===== src/rtl/trap_pkg.sv =====
// Shared definitions for the machine-mode trap controller: FSM states,
// cause codes, bit positions of the exception and interrupt vectors.
package trap_pkg;

    typedef enum logic [1:0] {
        ST_RUN   = 2'd0,
        ST_FLUSH = 2'd1,
        ST_TAKE  = 2'd2,
        ST_RET   = 2'd3
    } state_e;

    // Cause codes (5-bit code field of mcause)
    localparam logic [4:0] CAUSE_ILLEGAL    = 5'd2;
    localparam logic [4:0] CAUSE_EBREAK     = 5'd3;
    localparam logic [4:0] CAUSE_MSI        = 5'd3;
    localparam logic [4:0] CAUSE_MTI        = 5'd7;
    localparam logic [4:0] CAUSE_MEI        = 5'd11;
    localparam logic [4:0] CAUSE_ECALL      = 5'd11;
    localparam logic [4:0] CAUSE_LOCAL_BASE = 5'd16;

    // Bit positions in the {illegal, ebreak, ecall, mret} exception vector
    localparam int EXC_ILLEGAL = 3;
    localparam int EXC_EBREAK  = 2;
    localparam int EXC_ECALL   = 1;
    localparam int EXC_MRET    = 0;

    // Bit positions in the {MEI, MTI, MSI} enable/pending vectors
    localparam int IRQ_MEI = 2;
    localparam int IRQ_MTI = 1;
    localparam int IRQ_MSI = 0;

    // mtvec MODE 01 selects vectored interrupts; 00 and the reserved
    // encodings all fall back to direct mode.
    function automatic logic mode_is_vectored(input logic [1:0] mode);
        return (mode == 2'b01);
    endfunction

endpackage


===== src/rtl/irq_pending.sv =====
// Interrupt pending logic: edge capture for edge-triggered local lines,
// enable masking and the fixed-priority choice MEI > MSI > MTI > local[0..].
module irq_pending
    import trap_pkg::*;
#(
    parameter int                   NUM_EXT   = 8,
    parameter logic [NUM_EXT-1:0]   EDGE_MASK = {NUM_EXT{1'b0}}
) (
    input  logic                clk,
    input  logic                rst,
    input  logic                mstatus_mie,
    input  logic [2:0]          mie,
    input  logic [2:0]          mip,
    input  logic [NUM_EXT-1:0]  ext_irq,
    input  logic [NUM_EXT-1:0]  ext_en,
    input  logic [NUM_EXT-1:0]  clear,
    output logic                valid,
    output logic [4:0]          code,
    output logic [NUM_EXT-1:0]  line_sel
);

    logic [NUM_EXT-1:0] prev_r;
    logic [NUM_EXT-1:0] edge_pend_r;
    logic [NUM_EXT-1:0] pend_s;
    logic [NUM_EXT-1:0] local_s;
    logic               found_s;

    // Previous line values and sticky edge-pending bits; a fresh edge wins over a clear.
    always_ff @(posedge clk or posedge rst) begin
        if (rst) begin
            prev_r      <= '0;
            edge_pend_r <= '0;
        end else begin
            prev_r      <= ext_irq;
            edge_pend_r <= EDGE_MASK & ((ext_irq & ~prev_r) | (edge_pend_r & ~clear));
        end
    end

    // Effective pending view per line: sticky bit for edge lines, raw level otherwise.
    always_comb begin
        pend_s  = (EDGE_MASK & edge_pend_r) | (~EDGE_MASK & ext_irq);
        local_s = pend_s & ext_en;
    end

    // Fixed-priority encode of eligible sources, gated by the global enable.
    always_comb begin
        valid    = 1'b0;
        code     = 5'd0;
        line_sel = '0;
        found_s  = 1'b0;
        if (!mstatus_mie) begin
            valid = 1'b0;
        end else if (mie[IRQ_MEI] && mip[IRQ_MEI]) begin
            valid = 1'b1;
            code  = CAUSE_MEI;
        end else if (mie[IRQ_MSI] && mip[IRQ_MSI]) begin
            valid = 1'b1;
            code  = CAUSE_MSI;
        end else if (mie[IRQ_MTI] && mip[IRQ_MTI]) begin
            valid = 1'b1;
            code  = CAUSE_MTI;
        end else begin
            for (int i = 0; i < NUM_EXT; i++) begin
                if (local_s[i] && !found_s) begin
                    found_s     = 1'b1;
                    valid       = 1'b1;
                    code        = CAUSE_LOCAL_BASE + 5'(i);
                    line_sel[i] = 1'b1;
                end else begin
                    found_s = found_s;
                end
            end
        end
    end

endmodule


===== src/rtl/trap_ctrl.sv =====
// Machine-mode trap controller: arbitrates exceptions, mret and interrupts,
// runs the flush handshake, then issues CSR write pulses and the PC redirect.
module trap_ctrl
    import trap_pkg::*;
#(
    parameter int                 XLEN        = 32,
    parameter int                 NUM_EXT     = 8,
    parameter logic [NUM_EXT-1:0] EDGE_MASK   = {NUM_EXT{1'b0}},
    parameter bit                 VECTORED_EN = 1'b1
) (
    input  logic                clk_i,
    input  logic                rst_i,
    input  logic [3:0]          exc_i,
    input  logic [XLEN-1:0]     exc_pc_i,
    input  logic [XLEN-1:0]     int_pc_i,
    input  logic [31:0]         instr_i,
    input  logic                mstatus_mie_i,
    input  logic [2:0]          mie_i,
    input  logic [2:0]          mip_i,
    input  logic [NUM_EXT-1:0]  ext_irq_i,
    input  logic [NUM_EXT-1:0]  ext_en_i,
    input  logic [XLEN-1:0]     mtvec_i,
    input  logic [XLEN-1:0]     mepc_i,
    output logic                flush_req_o,
    input  logic                flush_ack_i,
    output logic                redirect_o,
    output logic [XLEN-1:0]     new_pc_o,
    output logic                cause_we_o,
    output logic [XLEN-1:0]     cause_o,
    output logic                epc_we_o,
    output logic [XLEN-1:0]     epc_o,
    output logic                tval_we_o,
    output logic [XLEN-1:0]     tval_o,
    output logic                mie_clear_o,
    output logic                mie_set_o,
    output logic [NUM_EXT-1:0]  ext_taken_o
);

    state_e             state_r;
    state_e             state_next_s;

    logic               cap_int_r;
    logic               cap_ret_r;
    logic [4:0]         cap_code_r;
    logic [XLEN-1:0]    cap_epc_r;
    logic [XLEN-1:0]    cap_tval_r;
    logic [NUM_EXT-1:0] cap_line_r;

    logic               sel_valid_s;
    logic               sel_int_s;
    logic               sel_ret_s;
    logic [4:0]         sel_code_s;
    logic [XLEN-1:0]    sel_epc_s;
    logic [XLEN-1:0]    sel_tval_s;
    logic [NUM_EXT-1:0] sel_line_s;

    logic               irq_valid_s;
    logic [4:0]         irq_code_s;
    logic [NUM_EXT-1:0] irq_line_s;
    logic [NUM_EXT-1:0] taken_s;

    logic [XLEN-1:0]    trap_base_s;
    logic [XLEN-1:0]    target_s;
    logic [XLEN-1:0]    cause_s;

    irq_pending #(
        .NUM_EXT   (NUM_EXT),
        .EDGE_MASK (EDGE_MASK)
    ) u_irq_pending (
        .clk         (clk_i),
        .rst         (rst_i),
        .mstatus_mie (mstatus_mie_i),
        .mie         (mie_i),
        .mip         (mip_i),
        .ext_irq     (ext_irq_i),
        .ext_en      (ext_en_i),
        .clear       (taken_s),
        .valid       (irq_valid_s),
        .code        (irq_code_s),
        .line_sel    (irq_line_s)
    );

    // Event selection in RUN priority order: exceptions, mret, then interrupts.
    always_comb begin
        sel_valid_s = 1'b0;
        sel_int_s   = 1'b0;
        sel_ret_s   = 1'b0;
        sel_code_s  = 5'd0;
        sel_epc_s   = exc_pc_i;
        sel_tval_s  = '0;
        sel_line_s  = '0;
        if (exc_i[EXC_ILLEGAL]) begin
            sel_valid_s = 1'b1;
            sel_code_s  = CAUSE_ILLEGAL;
            sel_tval_s  = XLEN'(instr_i);
        end else if (exc_i[EXC_EBREAK]) begin
            sel_valid_s = 1'b1;
            sel_code_s  = CAUSE_EBREAK;
            sel_tval_s  = exc_pc_i;
        end else if (exc_i[EXC_ECALL]) begin
            sel_valid_s = 1'b1;
            sel_code_s  = CAUSE_ECALL;
        end else if (exc_i[EXC_MRET]) begin
            sel_valid_s = 1'b1;
            sel_ret_s   = 1'b1;
        end else if (irq_valid_s) begin
            sel_valid_s = 1'b1;
            sel_int_s   = 1'b1;
            sel_code_s  = irq_code_s;
            sel_epc_s   = int_pc_i;
            sel_line_s  = irq_line_s;
        end else begin
            sel_valid_s = 1'b0;
        end
    end

    // FSM state register.
    always_ff @(posedge clk_i or posedge rst_i) begin
        if (rst_i) begin
            state_r <= ST_RUN;
        end else begin
            state_r <= state_next_s;
        end
    end

    // FSM next-state logic; the ack only matters while a flush is requested.
    always_comb begin
        state_next_s = state_r;
        case (state_r)
            ST_RUN: begin
                if (sel_valid_s) begin
                    state_next_s = ST_FLUSH;
                end else begin
                    state_next_s = ST_RUN;
                end
            end
            ST_FLUSH: begin
                if (!flush_ack_i) begin
                    state_next_s = ST_FLUSH;
                end else if (cap_ret_r) begin
                    state_next_s = ST_RET;
                end else begin
                    state_next_s = ST_TAKE;
                end
            end
            ST_TAKE: state_next_s = ST_RUN;
            ST_RET:  state_next_s = ST_RUN;
            default: state_next_s = ST_RUN;
        endcase
    end

    // Capture the selected event once in RUN; held until the next RUN.
    always_ff @(posedge clk_i or posedge rst_i) begin
        if (rst_i) begin
            cap_int_r  <= 1'b0;
            cap_ret_r  <= 1'b0;
            cap_code_r <= 5'd0;
            cap_epc_r  <= '0;
            cap_tval_r <= '0;
            cap_line_r <= '0;
        end else if ((state_r == ST_RUN) && sel_valid_s) begin
            cap_int_r  <= sel_int_s;
            cap_ret_r  <= sel_ret_s;
            cap_code_r <= sel_code_s;
            cap_epc_r  <= sel_epc_s;
            cap_tval_r <= sel_tval_s;
            cap_line_r <= sel_line_s;
        end else begin
            cap_int_r  <= cap_int_r;
            cap_ret_r  <= cap_ret_r;
            cap_code_r <= cap_code_r;
            cap_epc_r  <= cap_epc_r;
            cap_tval_r <= cap_tval_r;
            cap_line_r <= cap_line_r;
        end
    end

    // Local line actually taken this cycle; also clears its sticky pending bit.
    always_comb begin
        if ((state_r == ST_TAKE) && cap_int_r) begin
            taken_s = cap_line_r;
        end else begin
            taken_s = '0;
        end
    end

    // Trap target: exceptions always go to base, interrupts may be vectored.
    always_comb begin
        trap_base_s = {mtvec_i[XLEN-1:2], 2'b00};
        if (VECTORED_EN && cap_int_r && mode_is_vectored(mtvec_i[1:0])) begin
            target_s = trap_base_s + XLEN'({cap_code_r, 2'b00});
        end else begin
            target_s = trap_base_s;
        end
    end

    // mcause value: interrupt flag in the MSB, code in the low five bits.
    always_comb begin
        cause_s          = '0;
        cause_s[XLEN-1]  = cap_int_r;
        cause_s[4:0]     = cap_code_r;
    end

    // Moore output decode from the state and the captured event.
    always_comb begin
        flush_req_o = 1'b0;
        redirect_o  = 1'b0;
        new_pc_o    = '0;
        cause_we_o  = 1'b0;
        cause_o     = '0;
        epc_we_o    = 1'b0;
        epc_o       = '0;
        tval_we_o   = 1'b0;
        tval_o      = '0;
        mie_clear_o = 1'b0;
        mie_set_o   = 1'b0;
        ext_taken_o = '0;
        case (state_r)
            ST_RUN: begin
                flush_req_o = 1'b0;
            end
            ST_FLUSH: begin
                flush_req_o = 1'b1;
            end
            ST_TAKE: begin
                redirect_o  = 1'b1;
                new_pc_o    = target_s;
                cause_we_o  = 1'b1;
                cause_o     = cause_s;
                epc_we_o    = 1'b1;
                epc_o       = cap_epc_r;
                tval_we_o   = 1'b1;
                tval_o      = cap_tval_r;
                mie_clear_o = 1'b1;
                ext_taken_o = taken_s;
            end
            ST_RET: begin
                redirect_o  = 1'b1;
                new_pc_o    = mepc_i;
                mie_set_o   = 1'b1;
            end
            default: begin
                flush_req_o = 1'b0;
            end
        endcase
    end

endmodule


===== config.mk =====
export PLATFORM = sky130hd
export DESIGN_NAME = trap_ctrl
export DESIGN_NICKNAME = d
export VERILOG_FILES = /design/src/rtl/trap_pkg.sv /design/src/rtl/irq_pending.sv /design/src/rtl/trap_ctrl.sv
export SDC_FILE = /design/constraint.sdc
export NUM_CORES = 1
export LEC_CHECK = 0
export ABC_AREA = 1
export BUFFER_PORTS_ARGS = -buffer_cell sky130_fd_sc_hd__buf_2
export CAP_MARGIN = 40
export CORE_AREA = 5 5 127 129
export CTS_CLUSTER_DIAMETER = 100
export DETAILED_ROUTE_END_ITERATION = 10
export DIE_AREA = 0 0 132 134
export GPL_ROUTABILITY_DRIVEN = 0
export PLACE_DENSITY = 0.76
export RECOVER_POWER = 100
export SYNTH_ARGS = -nofsm -noshare
export SYNTH_HDL_FRONTEND = slang
export SYNTH_SLANG_ARGS = --single-unit

===== constraint.sdc =====
create_clock -name clk_i -period 3 [get_ports clk_i]
set_input_delay 0.3 -clock clk_i [delete_from_list [all_inputs] [get_ports clk_i]]
set_output_delay 0.3 -clock clk_i [all_outputs]
set_load 0.1 [all_outputs]

# Word-level counts from Yosys, hierarchy flattened
# Index checks and enable logic that the tools add are counted.
[op_classes] n_eq_ne=4 muxes=114 n_bitwise=1 reduce_logical=22 n_addsub=1
[ops] operator="two-way mux 32 bit" count=11
[ops] operator="two-way mux 8 bit" count=11
[ops] operator="two-way mux 5 bit" count=17
[ops] operator="two-way mux 1 bit" count=72
[ops] operator="case mux 32 bit (2 select lines)" count=1
[ops] operator="adder 32 x 7 -> 32 bit" count=1
[ops] operator="logical AND 1 bit" count=13
[ops] operator="bitwise AND 8 bit" count=1
[ops] operator="zero test 1 bit" count=7
[ops] operator="case mux 2 bit (3 select lines)" count=1
[ops] operator="== test 2 x 1 -> 1 bit, second input constant" count=2
[ops] operator="== test 2 bit, second input constant" count=2
[ops] operator="zero test 2 bit" count=1
[ops] operator="two-way mux 2 bit" count=1
[ops] operator="OR reduction 2 bit" count=1
[word_totals] word_cells=149 output_inout_bits=143 input_bits=190 regBits=81

# Logic depth before layout (Yosys ltp)
# Gate-level depths: netlist of run 1.
[depth] word_depth=62 mapped_depth=14 mapped_depth_nobuf=14

# Cells and area by module
# A second synthesis of run 1 with hierarchy kept.
[unflattened] hier_cells=993 hier_area_um2=6258.5
[modules_own_cells] module="trap_ctrl" area_per_inst_um2=5952.0 cells_per_inst=932 seq_area_each_um2=2026.9 instances=1
[modules_own_cells] module="irq_pending" area_per_inst_um2=306.5 cells_per_inst=61 seq_area_each_um2=0.0 instances=1

# Worst setup path before layout of run 1
# No wires, ideal clock.
[synth_path] path_type="register to output" from="reg cap_code_r[0]" to="out new_pc_o[10]" path_slack_ns=-1.041 path_buffers=0 stages_incl_launch_ff=13 arrival_ns=3.741 required_ns=2.700 path_cell_list="dfrtp_1 ha_1 inv_1 fa_1 inv_1 nand3_1 nand2_1 nand2_1 nand2_1 nand3_1 o21ai_0 nand2_1 o21ai_0"
[synth_via] elab_chain_cells=3
[synth_lines] item="from (decl)" line="trap_ctrl.sv:44" source="logic [4:0] cap_code_r;"
[synth_lines] item="from (signal assigned)" line="trap_ctrl.sv:164" source="cap_code_r <= sel_code_s;"
[synth_lines] item="from (signal assigned)" line="trap_ctrl.sv:171" source="cap_code_r <= cap_code_r;"
[synth_lines] item="adder 32 x 7 -> 32 bit" line="trap_ctrl.sv:191" source="target_s = trap_base_s + XLEN'({cap_code_r, 2'b00});"
[synth_lines] item="two-way mux 32 bit" line="trap_ctrl.sv:190" source="if (VECTORED_EN && cap_int_r && mode_is_vectored(mtvec_i[1:0])) begin"
[synth_lines] item="case mux 32 bit (2 select lines)" line="trap_ctrl.sv:218" source="case (state_r)"
[synth_lines] item="to (decl)" line="trap_ctrl.sv:27" source="output logic [XLEN-1:0] new_pc_o,"
# Every way passes these cells.

# Worst setup path in the final report of run 1
[layout_path] from="reg cap_int_r" to="out new_pc_o[17]"
[layout_via] elab_chain_cells=3
[layout_lines] item="from (decl)" line="trap_ctrl.sv:42" source="logic cap_int_r;"
[layout_lines] item="from (signal assigned)" line="trap_ctrl.sv:162" source="cap_int_r <= sel_int_s;"
[layout_lines] item="from (signal assigned)" line="trap_ctrl.sv:169" source="cap_int_r <= cap_int_r;"
[layout_lines] item="logical AND 1 bit" line="trap_ctrl.sv:190"
[layout_lines] item="two-way mux 32 bit" line="trap_ctrl.sv:190"
[layout_lines] item="case mux 32 bit (2 select lines)" line="trap_ctrl.sv:218"
# Every way passes these cells.

==> summary.md, run 1 <==
| Metric | Value |
|---|---|
| Final WL | 22,700 um |
| Clock slew at reported path FFs | 50 ps |
| Number of nets with antenna violations after routing | 0 |
| Synth Area per Inst | between 6 and 7 um^2 |
| Final non-filler cell total | 1,537 |
| Total GRT Usage | ~24% |
| Clk root buf | clkbuf_16 |
| CTS Sinks | 81 |
| Drt first pass iters | 5 |
| Final Max Slew Viols | 75 |
| Slowest stage cell on the critical path | nor4_1 |
| Worst EP arrival | 2560 ps |
| Synth-to-layout area growth | 31.5% |
| # rows | 45 |
| Pwr per Cell Area | 832 nW/um^2 |
| Slew HR | -12.7% |
| Skew-Pair Late Insertion Delay | 340 ps |
| Worst Tran Pin Value | 1690 ps |
| Drt drc | 0 |
| Most frequent cells in the layout | nand2_1, buf_2, inv_1, nor2_1, o21ai_0 |
| Setup crit start kind | register |
| Max Clock Freq | 0.350 GHz |
| Die Width | roughly 130 um |
| Max Cap Violations | 1 |
| Min Hold Slack | 231 ps |
| Clk_skew | 11.1 ps |
| Via count | between 7,000 and 8,000 |
| Final setup vio count | 0 |
| Commonest non-fill, non-tap cell in the layout | nand2_1 |
| DR iter-0 viols | 381 |
| Fin crit share | between 90% and 100% |
| First-pass GRT wire length | 35,500 um |
| Violated checks | max-capacitance violations, max-slew violations |
| Area of the mapped netlist | 6470 um^2 |
| Global route overflow | 0 |
| CP Cell Sequence | inv_1 > nor2_1 > nand2_1 > nor4_1 > a21oi_1 > o31ai_4 > clkbuf_2 |
| DR WL/cell | 14.7 um |
| Share of cells above drive strength 1 | 25.4% |
| CTS buffer count | 9 |
| Yosys warnings | 0 |
| Leak Pwr | 4.85 nW |
| Crit path largest cell delay | 550 ps |
| Final Hold Fails | 0 |
| CTS tree | done |
| Via-to-Cell Ratio | around 5.0 |
| Bufs on Longest Clock Path | 2 |
| Largest net degree at the start of global routing | 75 |
| IO Pins | 333 |
| Cells after Synth | 1,060 |
| CP endpoint kind | output port |
| CTS H-Tree Depth | 3 |
| HP Class | input pin to register |
| Vias in the first global route | 7,378 |
| Outcome | complete, but fails checks |
| Register area share after synthesis | 31.3% |
| Worst EP required | 2700 ps |
| Worst-path fanout max | 7 |
| VDD IR max | 460 uV |
| Core Box Area | 14,900 um^2 |
| Layout Nets | 1,539 |
| Dpl cells | 1,516 |
| Fin crit period | between 2000 and 3000 ps |
| Die Area | about 18,000 um^2 |
| Die height | 134 um |
| Starting density of the core | 43.4% |
| Initial antenna violation count | 3 |
| R2R Setup Slk | 410 ps |
| Synthesized flop and latch total | 81 |
| Number of port buffers | between 300 and 400 |
| Setup CP Type | register to output port |
| Filler instances | about 1,500 |
| Count of cell types in the netlist | 43 |
| DP HPWL | 17,400 um |
-- sequential cells by signal, summed over array words and instances, names as in the netlist --
register / flops
cap_tval_r: 32
cap_ret_r: 1
cap_epc_r: 32
cap_line_r: 8
state_r: 2
cap_code_r: 5
cap_int_r: 1
-- cells by family after synthesis --
logic type | after synthesis | share of synthesized area, %
and+or+nand+nor | 562 | 36.6
buffers and inverters | 274 | 18.8
AOI/OAI and AO/OA | 133 | 11.5
DFF | 81 | 31.3
adders and majority gates | 6 | 1.28
xor gates and xnor gates | 3 | 0.406
other | 1 | 0.0579
-- critical path: cells and delay by family (launching register included) --
kind / cells / cell delay (ps)
buf+inv: 2 / 580
simple gates: 3 / 880
compound gates: 2 / 450
flops: 1 / 320
-- synthesized netlist by cell type, drive strengths merged --
library cell	n	area share [%]
nor2	118	7.1
fa	1	0.31
and3	1	0.097
nand2	327	19
clkbuf	32	1.9
a21oi	21	1.7
nand3b	3	0.35
nor3b	2	0.23
or2	3	0.29
inv	193	11
buf	47	5.6
nor4	4	0.39
o21ai	99	8.2
ha	5	0.97
o21bai	1	0.12
conb	1	0.058
o31ai	6	0.70
a22o	1	0.14
o221ai	1	0.14
xnor2	1	0.14
xor2	2	0.27
dfrtp	81	31
a31oi	2	0.19
clkinv	2	0.12
a32o	1	0.15
nand3	57	4.6
nor3	9	0.77
nand4	38	3.8
o211ai	1	0.12
-- stage by stage --
stage | setup TNS, ps | utilization [%] | worst slack, ps | cell area [um^2] | total power [W]
6_report | 0 | 57.1 | 142 | 8520 | 0.00708
5_1_grt | -26.1 | 57.1 | -26.1 | 8510 | 0.00750
4_1_cts | 0 | 58.4 | 28.7 | 8710 | 0.00734
3_5_place_dp | 0 | 56.3 | 321 | 8410 | 0.00627
3_3_place_gp | 0 | 56.2 | 351 | 8390 | 0.00619
2_1_floorplan | -287 | - | -287 | 6670 | 0.00532
-- area by class of cell --
cell class	instances	area, um^2	share of cell area (%)
Clock buffer	13	260	3.06
Antenna cell	1	2.50	0.0294
Timing Repair Buffer	326	1830	21.5
Sequential cell	81	2030	23.8
Inverter	195	733	8.61
Tap cell	188	235	2.76
Clock inverter	3	25.0	0.294
Multi-Input combinational cell	730	3410	40.0
-- power by group --
group | leakage (nW) | total (W) | switching, W | internal [W]
sequential | 1.03 | 0.00172 | 0.000192 | 0.00153
combinational | 3.69 | 0.00432 | 0.00343 | 0.000887
clock | 0.136 | 0.00104 | 0.000436 | 0.000609
-- final timing paths --
path / start / depth (start not counted) / end
setup / recovery: cap_int_r$_DFFE_PP0P_ / 7 / new_pc_o[17]
min in group asynchronous: rst_i / 3 / cap_line_r[4]$_DFFE_PP0P_
max in group asynchronous: rst_i / 4 / cap_tval_r[30]$_DFFE_PP0P_
hold reg to reg: cap_epc_r[30]$_DFFE_PP0P_ / 2 / cap_epc_r[30]$_DFFE_PP0P_
setup reg to reg: state_r[1]$_DFF_PP0_ / 6 / cap_epc_r[16]$_DFFE_PP0P_
hold / removal: flush_ack_i / 3 / state_r[1]$_DFF_PP0_
-- layer usage --
layer / GRT usage [%] / part of all wire, %
met4: 9.89 / 3.1
met1: 28.4 / 38
met3: 4.91 / 8.6
met2: 43.6 / 50
met5: 0 / 0.13
-- timing repair --
item	in CTS	in global routing
setup endpoints to repair	3	18
buffers inserted	0	3
pin swaps	0	3
hold buffers	1	0
hold endpoints to repair	7	0
gates resized for setup	3	20
No activity file was read; power rests on OpenSTA's default activity.
==> run 2, diff against run 1 <==
Settings changed: ABC_AREA 1 to unset, PLACE_DENSITY 0.76 to 0.71.
==> summary.md, run 2 <==
| Metric | Value |
|---|---|
| Outcome | complete, but fails checks |
| Violated checks | max-capacitance violations, max-slew violations |
| Worst EP required | 2700 ps (about the same) |
| Worst Tran Pin Value | 1810 ps (+118 ps) |
| DR WL/cell | 18.5 um (+25%) |
| Largest family of logic cells by synthesized area | simple AND/OR/NAND/NOR gates |
| CTS buffer count | 9 (unchanged) |
| Drt drc | 0 (unchanged) |
| CTS Sinks | 81 (unchanged) |
| Largest net degree at the start of global routing | 111 (+48%) |
| Final WL | 21,800 um (-3.7%) |
| # rows | 45 (unchanged) |
| Placed cell area | 7970 um^2 (-5.2%) |
| Global route overflow | 0 (unchanged) |
| Switch Pwr | 0.00457 W (+12%) |
| Number of nets with antenna violations after routing | 0 (unchanged) |
| Commonest non-fill, non-tap cell in the layout | buf_2 |
| Fin crit share | 98.6% (+3.3 points) |
| Post-synthesis async set-or-reset flop share | 100% (unchanged) |
| DP HPWL | 17,000 um (-2.8%) |
| Total GRT Usage | 23.0% (-1.3 points) |
| Post-synth EDFFs | 0 (unchanged) |
| Max Cap Violations | 1 (unchanged) |
| Min-Delay Startpoint | flush_ack_i |
| Comb pwr share | 62.9% (+1.9 points) |
| HP Class | input pin to register |
| Final Cell Area | 8410 um^2 (-1.2%) |
| Adder-Cell Fraction of Synth Area | 1.43% (+0.16 points) |
| DR iter-0 viols | 348 (-8.7%) |
| Via-to-Cell Ratio | 5.44 (+9.6%) |
| Fin worst setup slack | 41.9 ps (-99.7 ps) |
| Register area share after synthesis | 35.2% (+3.9 points) |
| Die Width | 132 um (unchanged) |
| CTS H-Tree Depth | 3 (unchanged) |
| RSZ-0062 raised after global routing | true |
| Filler instances | 1,381 (-7.8%) |
| Pwr per Cell Area | 974 nW/um^2 (+17%) |
| Worst r2r path cells | 6 (unchanged) |
| Ys flop type | dfrtp_1 |
| Hold Path Depth | 3 (unchanged) |
| Clock share of power | 15.2% (+0.4 points) |
| First-pass GRT wire length | 33,200 um (-6.3%) |
| VDD IR max | 496 uV (+7.8%) |
| Area of the mapped netlist | 5760 um^2 (-11%) |
| Setup crit start kind | register |
| R2R Setup Slk | 800 ps (+390 ps) |
| Final Hold Fails | 0 (unchanged) |
| Worst-path fanout max | 4 (-3) |
| Bufs on Longest Clock Path | 2 (unchanged) |
| Die Area | 17,700 um^2 (unchanged) |
| Yosys warnings | 0 (unchanged) |
| Layout Nets | 1,182 (-23%) |
| CP endpoint kind | output port |
| Switch share | 55.7% (-1.6 points) |
| Fin crit period | 2960 ps (+99.7 ps) |
| Via count | 6,428 (-16%) |
| Final setup vio count | 0 (unchanged) |
| Share of cells above drive strength 1 | 39.8% (+14 points) |
| Compound-Gate Fraction of Synth Area | 19.6% (+8.1 points) |
| Slew HR | -21.2% (-8.5 points) |
| Post-synthesis mux area share | 5.74% (+5.7 points) |
| Most frequent cells in the layout | buf_2, and3_1, nor2_1, dfrtp_1, nand2_1 |
| Clock slew at reported path FFs | 70 ps (+20 ps) |
| IO Pins | 333 (unchanged) |
| CTS tree | done |
| Synth-to-layout area growth | 46.0% |
| Pre-CTS WS | 131 ps (-191 ps) |
| Drt first pass iters | 5 (unchanged) |
| Final Max Slew Viols | 41 (-45%) |
| Skew-Pair Late Insertion Delay | 330 ps (about the same) |
| Synth Area per Inst | 8.17 um^2 (+34%) |
| Max Clock Freq | 0.338 GHz (-3.4%) |
| Clk_skew | 7.51 ps (-3.59 ps) |
| Final Util | 56.4% (-0.71 points) |
| Cells after Synth | 705 (-33%) |
| Post-Synth XOR/XNOR Area | 1.98% (+1.6 points) |
| Most common cell in the netlist | and3_1 |
| Count of cell types in the netlist | 55 (+28%) |
| Synth area leader | dfrtp_1 |
| Sequential power share | 21.9% (-2.4 points) |
| Clk root buf | clkbuf_16 |
| Post-synth top area share | 35.2% (+3.9 points) |
| Core Box Area | 14,900 um^2 (unchanged) |
| Hold-fix buffers at CTS | 0 (-1) |
| Synth top area cells | dfrtp_1, and3_1, mux2i_1 |
| Worst EP arrival | 2660 ps (+100 ps) |
| Biggest regs | cap_epc_r x32, cap_tval_r x32, cap_line_r x8 |
| R2R Path End | cap_code_r[3]$_DFFE_PP0P_ |
| Area share of and/or/nand/nor cells after synthesis | 26.7% (-9.9 points) |
| Hold Path Sink | state_r[1]$_DFF_PP0_ |
| Setup CP Type | register to output port |
| Initial antenna violation count | 3 (unchanged) |
| Cell internal pwr | 0.00363 W (+20%) |
| Starting density of the core | 38.6% (-4.8 points) |
| Number of port buffers | 306 (unchanged) |
| Worst reg2reg path startpoint | state_r[0]$_DFF_PP0_ |
| Vias in the first global route | 6,278 (-15%) |
| Synthesized flop and latch total | 81 (unchanged) |
| Die height | 134 um (unchanged) |
| Leak Pwr | 4.49 nW (-7.5%) |
| Synth top cells by count | and3_1, nor2_1, dfrtp_1, nand2_1, clkbuf_1 |
| Min Hold Slack | 220 ps (-11.1 ps) |
[run 2: cell type report]
type | count | area, um^2 | share of cell area [%]
clock buffer | 11 | 253 | 3.01
inverter | 12 | 46.3 | 0.551
sequential | 81 | 2030 | 24.1
multi-input combinational | 549 | 3500 | 41.7
antenna | 2 | 5.00 | 0.0595
tap | 188 | 235 | 2.80
timing repair buffer | 333 | 2250 | 26.8
clock inverter | 5 | 86.3 | 1.03
[run 2: cell families after synthesis]
kind of cell    Yosys count
xor+xnor                 13
other cells               1
buf+inv                 100
flops                    81
compound gates          164
simple gates            307
mux                      33
fa+ha+maj                 6
[run 2: per-layer routing]
metal  vias to the layer above  share of wire [%]  GRT usage (%)
met2                       322                 51           41.2
met5                         -              0.050              0
li1                       3075                  -              -
met4                         2                1.7           6.86
met3                        28                8.5           5.70
met1                      3001                 39           27.3
[run 2: through the flow]
| step | TNS, ps | cells | power, W |
|---|---|---|---|
| final | 0 | 1181 | 0.00819 |
| after global routing | -101 | 1181 | 0.00862 |
| after CTS | 0 | 1178 | 0.00822 |
| after detailed placement | 0 | 1160 | 0.00694 |
| after global placement | 0 | 1160 | 0.00687 |
| after floorplan | -440 | 730 | 0.00569 |
[run 2: how the worst max path moves through the flow]
stage / startpoint / endpoint / slack, ps / cells past startpoint
finish: cap_code_r[0]$_DFFE_PP0P_ / new_pc_o[28] / 40 / 9
global route: cap_code_r[0]$_DFFE_PP0P_ / new_pc_o[28] / -50 / 9
CTS: cap_code_r[0]$_DFFE_PP0P_ / new_pc_o[28] / 3 / 9
detailed placement: mtvec_i[4] / new_pc_o[23] / 130 / 8
global placement: mtvec_i[4] / new_pc_o[23] / 170 / 8
floorplan: cap_code_r[0]$_DFFE_PP0P_ / new_pc_o[8] / -440 / 9
[run 2: worst max-delay path, cell delays in order (launching register included)]
cell and delay (ps):
dfrtp_1 360, ha_2 210, inv_2 40, fa_2 380
nor2b_4 140, o31a_1 210, o21ai_2 110, or3_4 350
a311oi_4 310, buf_12 220
[run 2: power groups by stage]
stage | sequential [W] | combinational [W] | clock (W)
2_1_floorplan | 0.00174 | 0.00395 | 0
3_3_place_gp | 0.00178 | 0.00508 | 0
3_5_place_dp | 0.00182 | 0.00513 | 0
4_1_cts | 0.00180 | 0.00516 | 0.00127
5_1_grt | 0.00186 | 0.00545 | 0.00132
6_report | 0.00180 | 0.00515 | 0.00124
[run 2: what timing repair did]
action,4_1_cts,5_1_grt
setup buffers,2,1
cloned,0,0
pin swaps,2,7
setup endpoints to repair,11,9
resized for setup,10,11
==> run 3, diff against run 2 <==
Settings changed: REMOVE_ABC_BUFFERS set to 1.
==> summary.md, run 3 (synthesis gave the netlist of run 2 again) <==
| Metric | Value |
|---|---|
| Outcome | completed |
| Min-Delay Startpoint | flush_ack_i |
| Fin worst setup slack | 69.8 ps (+27.9 ps) |
| Bufs on Longest Clock Path | 2 (unchanged) |
| Via count | 6,345 (-1.3%) |
| DP HPWL | 16,700 um (-1.4%) |
| Starting density of the core | 38.6% (unchanged) |
| IO Pins | 333 (unchanged) |
| Total power | 0.00785 W (-4.1%) |
| Dpl cells | 1,157 (-0.26%) |
| Largest net degree at the start of global routing | 68 (-39%) |
| Synth-to-layout area growth | 40.2% |
| Number of nets with antenna violations after routing | 0 (unchanged) |
| Worst-path fanout max | 5 (+1) |
| Fin crit share | 97.7% (-0.93 points) |
| Worst EP required | 2700 ps (about the same) |
| CP endpoint kind | output port |
| Vias in the first global route | 6,360 (+1.3%) |
| Worst reg2reg path startpoint | state_r[0]$_DFF_PP0_ |
| Worst r2r path cells | 7 (+1) |
| Fin crit period | 2930 ps (-27.9 ps) |
| DR iter-0 viols | 268 (-23%) |
| Initial antenna violation count | 2 (-1) |
| Skew-Pair Late Insertion Delay | 330 ps (about the same) |
| Final setup vio count | 0 (unchanged) |
| First-pass GRT wire length | 33,100 um (-0.44%) |
| Pre-CTS WS | 148 ps (+17.3 ps) |
| Worst Tran Pin Value | 1380 ps (-428 ps) |
| Die Width | 132 um (unchanged) |
| Max Clock Freq | 0.341 GHz (+0.95%) |
| Setup crit start kind | register |
| Share of cells above drive strength 1 | 37.1% (-2.6 points) |
| Total GRT Usage | 22.9% (-0.10 points) |
| Die Area | 17,700 um^2 (unchanged) |
| Final Hold Fails | 0 (unchanged) |
| Setup TNS | 0 ps (unchanged) |
| Biggest regs | cap_epc_r x32, cap_tval_r x32, cap_line_r x8 |
| Clock slew at reported path FFs | 60 ps (about the same) |
| VDD IR max | 464 uV (-6.4%) |
| Setup CP Type | register to output port |
| R2R Path End | cap_tval_r[23]$_DFFE_PP0P_ |
| Final Max Slew Viols | 0 (-100%) |
| Leak Pwr | 4.35 nW (-3.1%) |
| CP delay by family, top | compound AO/OA/AOI/OAI gates |
| Hold Path Depth | 3 (unchanged) |
| DR WL/cell | 18.1 um (-2.1%) |
| RSZ-0062 raised after global routing | true |
| Via-to-Cell Ratio | 5.39 (-1.0%) |
| Crit path largest cell delay | 380 ps (about the same) |
| CTS H-Tree Depth | 3 (unchanged) |
| Clk root buf | clkbuf_16 |
| Slew HR | 7.98% (+29 points) |
| Worst EP arrival | 2630 ps (-30 ps) |
| Final WL | 21,300 um (-2.4%) |
| Number of port buffers | 306 (unchanged) |
| Most frequent cells in the layout | buf_2, and3_1, nor2_1, dfrtp_1, clkbuf_2 |
| Clk_skew | 7.29 ps (-0.220 ps) |
| Final non-filler cell total | 1,178 (-0.25%) |
| Worst path bufs/invs | 2 (unchanged) |
| CTS tree | done |
| Drt first pass iters | 5 (unchanged) |
| HP Class | input pin to register |
| Layout Nets | 1,180 (-0.17%) |
| CP Cell Sequence | ha_4 > inv_2 > fa_2 > nor2b_4 > o31a_1 > o21ai_4 > or3_1 > a311oi_2 > buf_12 |
| Slowest stage cell on the critical path | dfrtp_1 |
| Core Box Area | 14,900 um^2 (unchanged) |
| Die height | 134 um (unchanged) |
| CTS buffer count | 9 (unchanged) |
| Hold Path Sink | state_r[1]$_DFF_PP0_ |
| Global route overflow | 0 (unchanged) |
| CTS Sinks | 81 (unchanged) |
| Commonest non-fill, non-tap cell in the layout | buf_2 |
| # rows | 45 (unchanged) |
| Max Cap Violations | 0 (-1) |
| Pwr per Cell Area | 973 nW/um^2 (-0.11%) |
| R2R Setup Slk | 380 ps (-420 ps) |
| Drt drc | 0 (unchanged) |
[run 3: cell types whose count changed in the layout (fill, tap and decap cells not counted), sizes merged]
cell	delta
buf	-85
bufinv	-2
clkbuf	+80
clkinv	+3
clkinvlp	-1
diode	-1
dlygate4sd3	+1
inv	+2
[run 3: layout make-up]
class / instances / area, um^2
Antenna cell: 1 / 2.50
Clock inverter: 7 / 52.6
Inverter: 12 / 46.3
Tap cell: 188 / 235
Fill cell: 1440 / 6850
Clock buffer: 9 / 225
Multi-Input combinational cell: 549 / 3380
Timing Repair Buffer: 331 / 2100
Sequential cell: 81 / 2030
[run 3: what timing repair did]
item / in CTS / in global routing
endpoints found under the hold margin: 47 / 0
setup buffers: 1 / 2
pin swaps: 1 / 4
hold buffers: 1 / 0
gates resized for setup: 10 / 20
endpoints found under the setup margin: 17 / 17
[run 3: worst reg2reg max path, cell delays in order (launching register included)]
cell and delay [ps]:
dfrtp_1 370, inv_1 430, buf_4 320, o311a_1 210, o21ai_0 390, buf_12 340
a221oi_1 360, nor2_1 80
[run 3: per-layer routing]
metal | part of all wire (%) | GRT usage, % | up-vias
met3 | 8.3 | 5.36 | 28
met1 | 38 | 27.0 | 2963
met2 | 51 | 41.0 | 288
met4 | 2.5 | 7.89 | 0
li1 | - | - | 3066
met5 | 0 | 0 | -
[run 3: per-stage QoR]
step           hold slack [ps]  cell area (um^2)  utilization (%)
2_1_floorplan              397              5370                -
3_3_place_gp               453              7870             52.7
3_5_place_dp               333              7910             53.0
4_1_cts                    180              8250             55.3
5_1_grt                    193              8070             54.1
6_report                   201              8070             54.1
[run 3: worst max-delay path by stage]
stage               slack [ps]  cells after the start      endpoint                       from
floorplan                -3430                      4  new_pc_o[21]       state_r[1]$_DFF_PP0_
global placement           180                     10  new_pc_o[28]                 mtvec_i[2]
detailed placement         150                      9  new_pc_o[23]                 mtvec_i[3]
CTS                          5                      9  new_pc_o[28]  cap_code_r[0]$_DFFE_PP0P_
global route               -30                      9  new_pc_o[28]  cap_code_r[0]$_DFFE_PP0P_
finish                      70                      9  new_pc_o[28]  cap_code_r[0]$_DFFE_PP0P_
[run 3: report_power, final]
group / leakage (nW) / internal (W) / total [W] / switching (W)
Sequential: 0.984 / 0.00157 / 0.00181 / 0.000237
Clock: 0.137 / 0.000568 / 0.00103 / 0.000460
Combinational: 3.23 / 0.00122 / 0.00502 / 0.00380
